File: src/rtl/fetch_stage.sv
// Instruction-fetch stage: owns the PC register and the F/D pipeline latch,
// applying branch/jump squash and hazard stalls ahead of decode.
module fetch_stage #(
    parameter int          ADDR_W = 12,
    parameter logic [31:0] NOP    = 32'h0000_0000,
    parameter int          CNT_W  = 16
) (
    input  logic              clock,
    input  logic              reset,
    input  logic [31:0]       next_pc,
    input  logic              branch_or_jump_pc,
    input  logic              stall,
    input  logic [31:0]       imem_q,
    output logic [31:0]       pc,
    output logic [ADDR_W-1:0] address_imem,
    output logic [31:0]       fd_pc,
    output logic [31:0]       fd_ir,
    output logic              fd_valid,
    output logic              dx_flush,
    output logic [CNT_W-1:0]  flush_count,
    output logic [1:0]        fsm_state
);

    // Encoding is visible on fsm_state: BOOT=0, RUN=1, SQUASH=2.
    typedef enum logic [1:0] {
        BOOT   = 2'd0,
        RUN    = 2'd1,
        SQUASH = 2'd2
    } state_t;

    state_t state;

    localparam logic [CNT_W-1:0] CNT_MAX = {CNT_W{1'b1}};

    // Handshake: there is no valid/ready pair here. A redirect is taken on
    // any edge where branch_or_jump_pc=1 and overrides stall; otherwise
    // stall=1 freezes PC and F/D, and stall=0 lets the pipe advance.

    assign address_imem = pc[ADDR_W-1:0];
    assign dx_flush     = branch_or_jump_pc;
    assign fsm_state    = state;

    always_ff @(posedge clock or posedge reset) begin
        if (reset) begin
            pc          <= 32'h0;
            fd_pc       <= 32'h0;
            fd_ir       <= NOP;
            fd_valid    <= 1'b0;
            flush_count <= '0;
            state       <= BOOT;
        end else if (branch_or_jump_pc) begin
            pc       <= next_pc;
            fd_pc    <= 32'h0;
            fd_ir    <= NOP;
            fd_valid <= 1'b0;
            state    <= SQUASH;
            if (flush_count != CNT_MAX) begin
                flush_count <= flush_count + 1'b1;
            end
        end else if (!stall) begin
            fd_pc    <= pc;
            fd_ir    <= imem_q;
            fd_valid <= 1'b1;
            pc       <= next_pc;
            case (state)
                BOOT:    state <= RUN;
                RUN:     state <= RUN;
                SQUASH:  state <= RUN;
                default: state <= BOOT;
            endcase
        end
    end

endmodule

File: config.mk
export PLATFORM = sky130hd
export DESIGN_NAME = fetch_stage
export DESIGN_NICKNAME = d
export VERILOG_FILES = /design/src/rtl/fetch_stage.sv
export SDC_FILE = /design/constraint.sdc
export NUM_CORES = 1
export LEC_CHECK = 0
export BUFFER_PORTS_ARGS = -buffer_cell sky130_fd_sc_hd__buf_2
export CAP_MARGIN = 40
export CORE_AREA = 2 2 120 122
export CTS_BUF_LIST = sky130_fd_sc_hd__clkbuf_4
export DETAILED_ROUTE_END_ITERATION = 10
export DIE_AREA = 0 0 122 124
export GPL_TIMING_DRIVEN = 0
export REMOVE_ABC_BUFFERS = 1
export SKIP_LAST_GASP = 1
export SLEW_MARGIN = 20
export SYNTH_ARGS = -nofsm -noshare
export SYNTH_HDL_FRONTEND = slang
export SYNTH_SLANG_ARGS = --single-unit
File: constraint.sdc
create_clock -name clock -period 4.6 [get_ports clock]
set_input_delay 0.23 -clock clock [delete_from_list [all_inputs] [get_ports clock]]
set_output_delay 0.23 -clock clock [all_outputs]
set_load 0.1 [all_outputs]
* Word level (Yosys, flattened, before mapping)
Index checks and enable logic that the tools add are counted.
** Word-level totals
- Bits in registers :: 115
- Output and inout bits :: 128
- Word-level logic and storage cells :: 25
** Operators by class
- $add $sub $neg :: 1
- Equality and inequality tests :: 4
- Muxes and demuxes :: 11
- Reduce and logical (&&, ||, !) cells :: 3
** Operators by type and width (count)
- 32-bit 2-to-1 mux :: 6
- 16-bit by 1-bit adder with 16-bit output, second input constant :: 1
- 16-bit != test, second input constant :: 1
- 2-bit 2-to-1 mux :: 2
- 1-bit 2-to-1 mux :: 3
- 3-bit OR reduction :: 1
- 2-bit by 1-bit equality test with 1-bit output, second input constant :: 1
- 2-bit equality test, second input constant :: 1
- 2-bit zero test :: 1
- 2-bit != test, second input constant :: 1
- 2-bit AND reduction :: 1

* Depth between registers and ports, before layout
- Depth in word-level cells :: 5
- Depth in mapped cells :: 5
- Depth with buffers taken out :: 5

* Worst setup path before layout
No wires, ideal clock.
- Kind :: register to register
- Start point :: register flush_count[0]
- End point :: register flush_count[1]
- Setup time :: 0.126 ns
- Arrival :: 2.351 ns
- Required time :: 4.474 ns
- Slack :: 2.123 ns
- Cell stages (with the launch flop) :: 6
- Path buffers :: 0
- Period minus slack after synthesis :: 2.477 ns
- Path through :: dfrtp_1 -> ha_1 -> nand3_1 -> or4_4 -> nand2_4 -> mux2_4
** On the way
- Cells in the longest elaborated chain, start to end :: 2
- Elaborated cells on any way between the ends :: 3
** RTL lines
- start, declared :: line 20 : output logic [CNT_W-1:0] flush_count,
- start signal, assigned :: line 58 : flush_count <= flush_count + 1'b1;
- branches (longest 2 deep; another with 16-bit by 1-bit adder with 16-bit output)
Several ways; the timed one is not identified.
A chain may end at the register's enable or synchronous reset.

* Worst setup path in the final report
- Start point :: register flush_count[0]
- End point :: register flush_count[14]
The elaborated chain is that of the path after synthesis.

==> out/metrics.yaml <==
dr.pass1.iters: 4
syn_to_final_growth_pct: 43.5
portBuffers: 195
die_w_um: 122
yosys.area_share.xor_xnor_pct: 1.65
critPathKind: "reg -> reg"
mostFrequentLayoutCell: "buf_2"
drv_cap: 0
start_util_pct: 34.8
grt_remaining_overflow: 0
synth-compound-area-share_pct: 1.05
die_area_um2: 15100
drt_iter0_drc: 126
cp.arrival_ps: 2290
power.switching_uw: 1360
cts_setup_buffers: 0
synth_seq_cells: 115
dp_hpwl_um: 7320
drv_slew: 0
startpoint_type: "register"
fin_crit_ps: 1880
avgSynthCellArea_um2: 12.7
syn_inst: 375
grt_max_degree: 76
muxShareOfSynthArea_pct: 21.9
ir_worst_vdd_uv: 473
grt.total_usage_pct: 15.6
grt_pass1_wl_um: 18300
tns_ps: 0
outcome: "finished, final reports clean"
drive_gt1_share_pct: 42.7
rows: 43
wl_um: 11400
dr_total_vias: 3706
fp.dieH_um: 124
cts_tree: "done"
route.antenna.remaining_nets: 0
relSlewSlack_pct: 63.2
clkPwrFrac_pct: 25.5
ys_types: 34
hold_buffers: 65
drc_errors: 0
synth_top_family_by_area: "multiplexers"
cts-buffers-inserted: 17
cts_sinks: 115
globalplace.congestion: 0.751
root_buffer: "clkbuf_4"
clkLatencyLatePin_ps: 520
nFillCells: 1216
clk_path_buf_depth: 2
required_ps: 5010
worstMarginPinSlew_ps: 553
netSwitchingFraction_pct: 43.8
end_kind: "register"
clkSlewWorstSetupHoldPaths_ps: 100
rsz0062_at_grt: "no"
skew_ps: 5.65
pwr-share-seq_pct: 38.0
intPower_uw: 1740
yosysSeqAreaShare_pct: 60.2
p_per_area_nw_per_um2: 452
holdCritPathClass: "in -> reg"
core_area_um2: 13700
finalHoldViolations: 0
antenna_found_initial: 1
fmax_mhz: 533
via_per_inst: 4.53
final_nets: 694
utilization_pct: 50.0
synthAdderAreaFrac_pct: 0.262
combPwrFrac_pct: 36.5
final_cell_mix: "buf_2 (193), dfrtp_1 (115), nor2_1 (69), mux2i_1 (65), dlygate4sd3_1 (65)"
mappedNetlistArea_um2: 4780
wl_per_cell_um: 14.0
cts_resized: 0
ios: 196
grt_pass1_vias: 3733
finalSetupViolCount: 0
period_share_pct: 40.8
ctsHtreeMaxLevel: 4
yosys_warnings: 0
worstPathMaxFanout: 5
synth-simple-area-share_pct: 10.6
power_leakage_uw: 0.00361
-- worst max-delay path: stages (launching register included) --
cell and delay, ps:
dfrtp_1 420, ha_1 260, nand4_1 170, or2_2 360, nor3_1 200, mux2_2 360
-- registers in the layout (all words and copies together) (netlist names) --
register     cells
pc              32
fd_pc           32
fsm_state        2
flush_count     16
fd_ir           32
fd_valid         1
-- power by group through the flow --
stage | Clock (uW) | Combinational [uW] | Sequential [uW]
after floorplan | 0 | 158 | 1910
after global placement | 0 | 1080 | 1200
after detailed placement | 0 | 1090 | 1200
after CTS | 820 | 1140 | 1180
after global routing | 870 | 1180 | 1200
final | 791 | 1130 | 1180
-- logic make-up after synthesis --
logic type	after synthesis
AND/OR/NAND/NOR	105
adder cells (fa/ha/maj)	1
multiplexers	100
AO/OA/AOI/OAI	9
XOR/XNOR	9
buffers and inverters	36
flip-flops	115
-- final timing paths --
check | from | to | slack, ps | cells past startpoint
setup reg to reg | flush_count[0] | flush_count[14] | 2720 | 5
hold reg to reg | flush_count[6] | flush_count[6] | 520 | 1
setup / recovery | flush_count[0] | flush_count[14] | 2720 | 5
max in group asynchronous | reset | fd_pc[20] | 3650 | 4
hold / removal | branch_or_jump_pc | fd_pc[24] | 40 | 2
min in group asynchronous | reset | fd_ir[25] | 280 | 3
-- metrics by stage --
step | total power (uW) | setup slack (ps) | hold WS [ps] | instance area, um2 | instances
6_report | 3100 | 2720 | 44.4 | 6860 | 818
5_1_grt | 3240 | 2550 | 9.25 | 6860 | 818
4_1_cts | 3140 | 2700 | 218 | 6830 | 816
3_5_place_dp | 2290 | 2390 | 275 | 5880 | 720
3_3_place_gp | 2280 | 81.5 | 450 | 5790 | 717
2_1_floorplan | 2070 | 1330 | 293 | 4590 | 342
-- final cells by class --
type                    instances  area (um2)  area share [%]
flip-flops and latches        115        2880            42.0
repair buffers                264        1740            25.4
multi-input cells             224        1700            24.8
well taps                     180         225            3.28
clock inverters                14         169            2.46
clock buffers                  17         128            1.86
inverters                       3        16.3           0.237
diodes                          1        2.50          0.0365
-- metal layers --
metal	GRT usage (%)	wire [um]	share of wire, %
met3	4.72	817	7.1
met5	0	0	0
met2	26.4	5680	50
met4	7.54	189	1.7
met1	18.2	4750	42
-- cells in the mapped netlist --
cell type | n | share of area, %
or2_2 | 1 | 0.13
clkbuf_1 | 9 | 0.71
and4bb_2 | 2 | 0.52
o21ai_0 | 4 | 0.42
and3_1 | 3 | 0.39
xnor2_1 | 6 | 1.1
nor4bb_1 | 1 | 0.21
or2b_1 | 1 | 0.16
nand4_1 | 7 | 0.92
nand2b_1 | 1 | 0.13
nor3_2 | 1 | 0.21
xor2_1 | 3 | 0.55
nand3_1 | 3 | 0.31
a21o_1 | 1 | 0.16
clkbuf_8 | 1 | 0.29
mux2_4 | 1 | 0.31
or4_4 | 1 | 0.24
ha_1 | 1 | 0.26
nand4_2 | 2 | 0.52
buf_4 | 13 | 2.0
buf_2 | 10 | 1.0
inv_1 | 3 | 0.24
nor2_1 | 69 | 5.4
nor3_1 | 3 | 0.31
dfrtp_1 | 115 | 60
o21a_1 | 1 | 0.16
nand2_1 | 7 | 0.55
or3_2 | 1 | 0.16
a21oi_1 | 3 | 0.31
mux2_2 | 33 | 7.8
mux2i_1 | 65 | 14
nand2_4 | 1 | 0.24
and4_1 | 1 | 0.18
mux2_1 | 1 | 0.24
(Power assumes the default switching activity.)
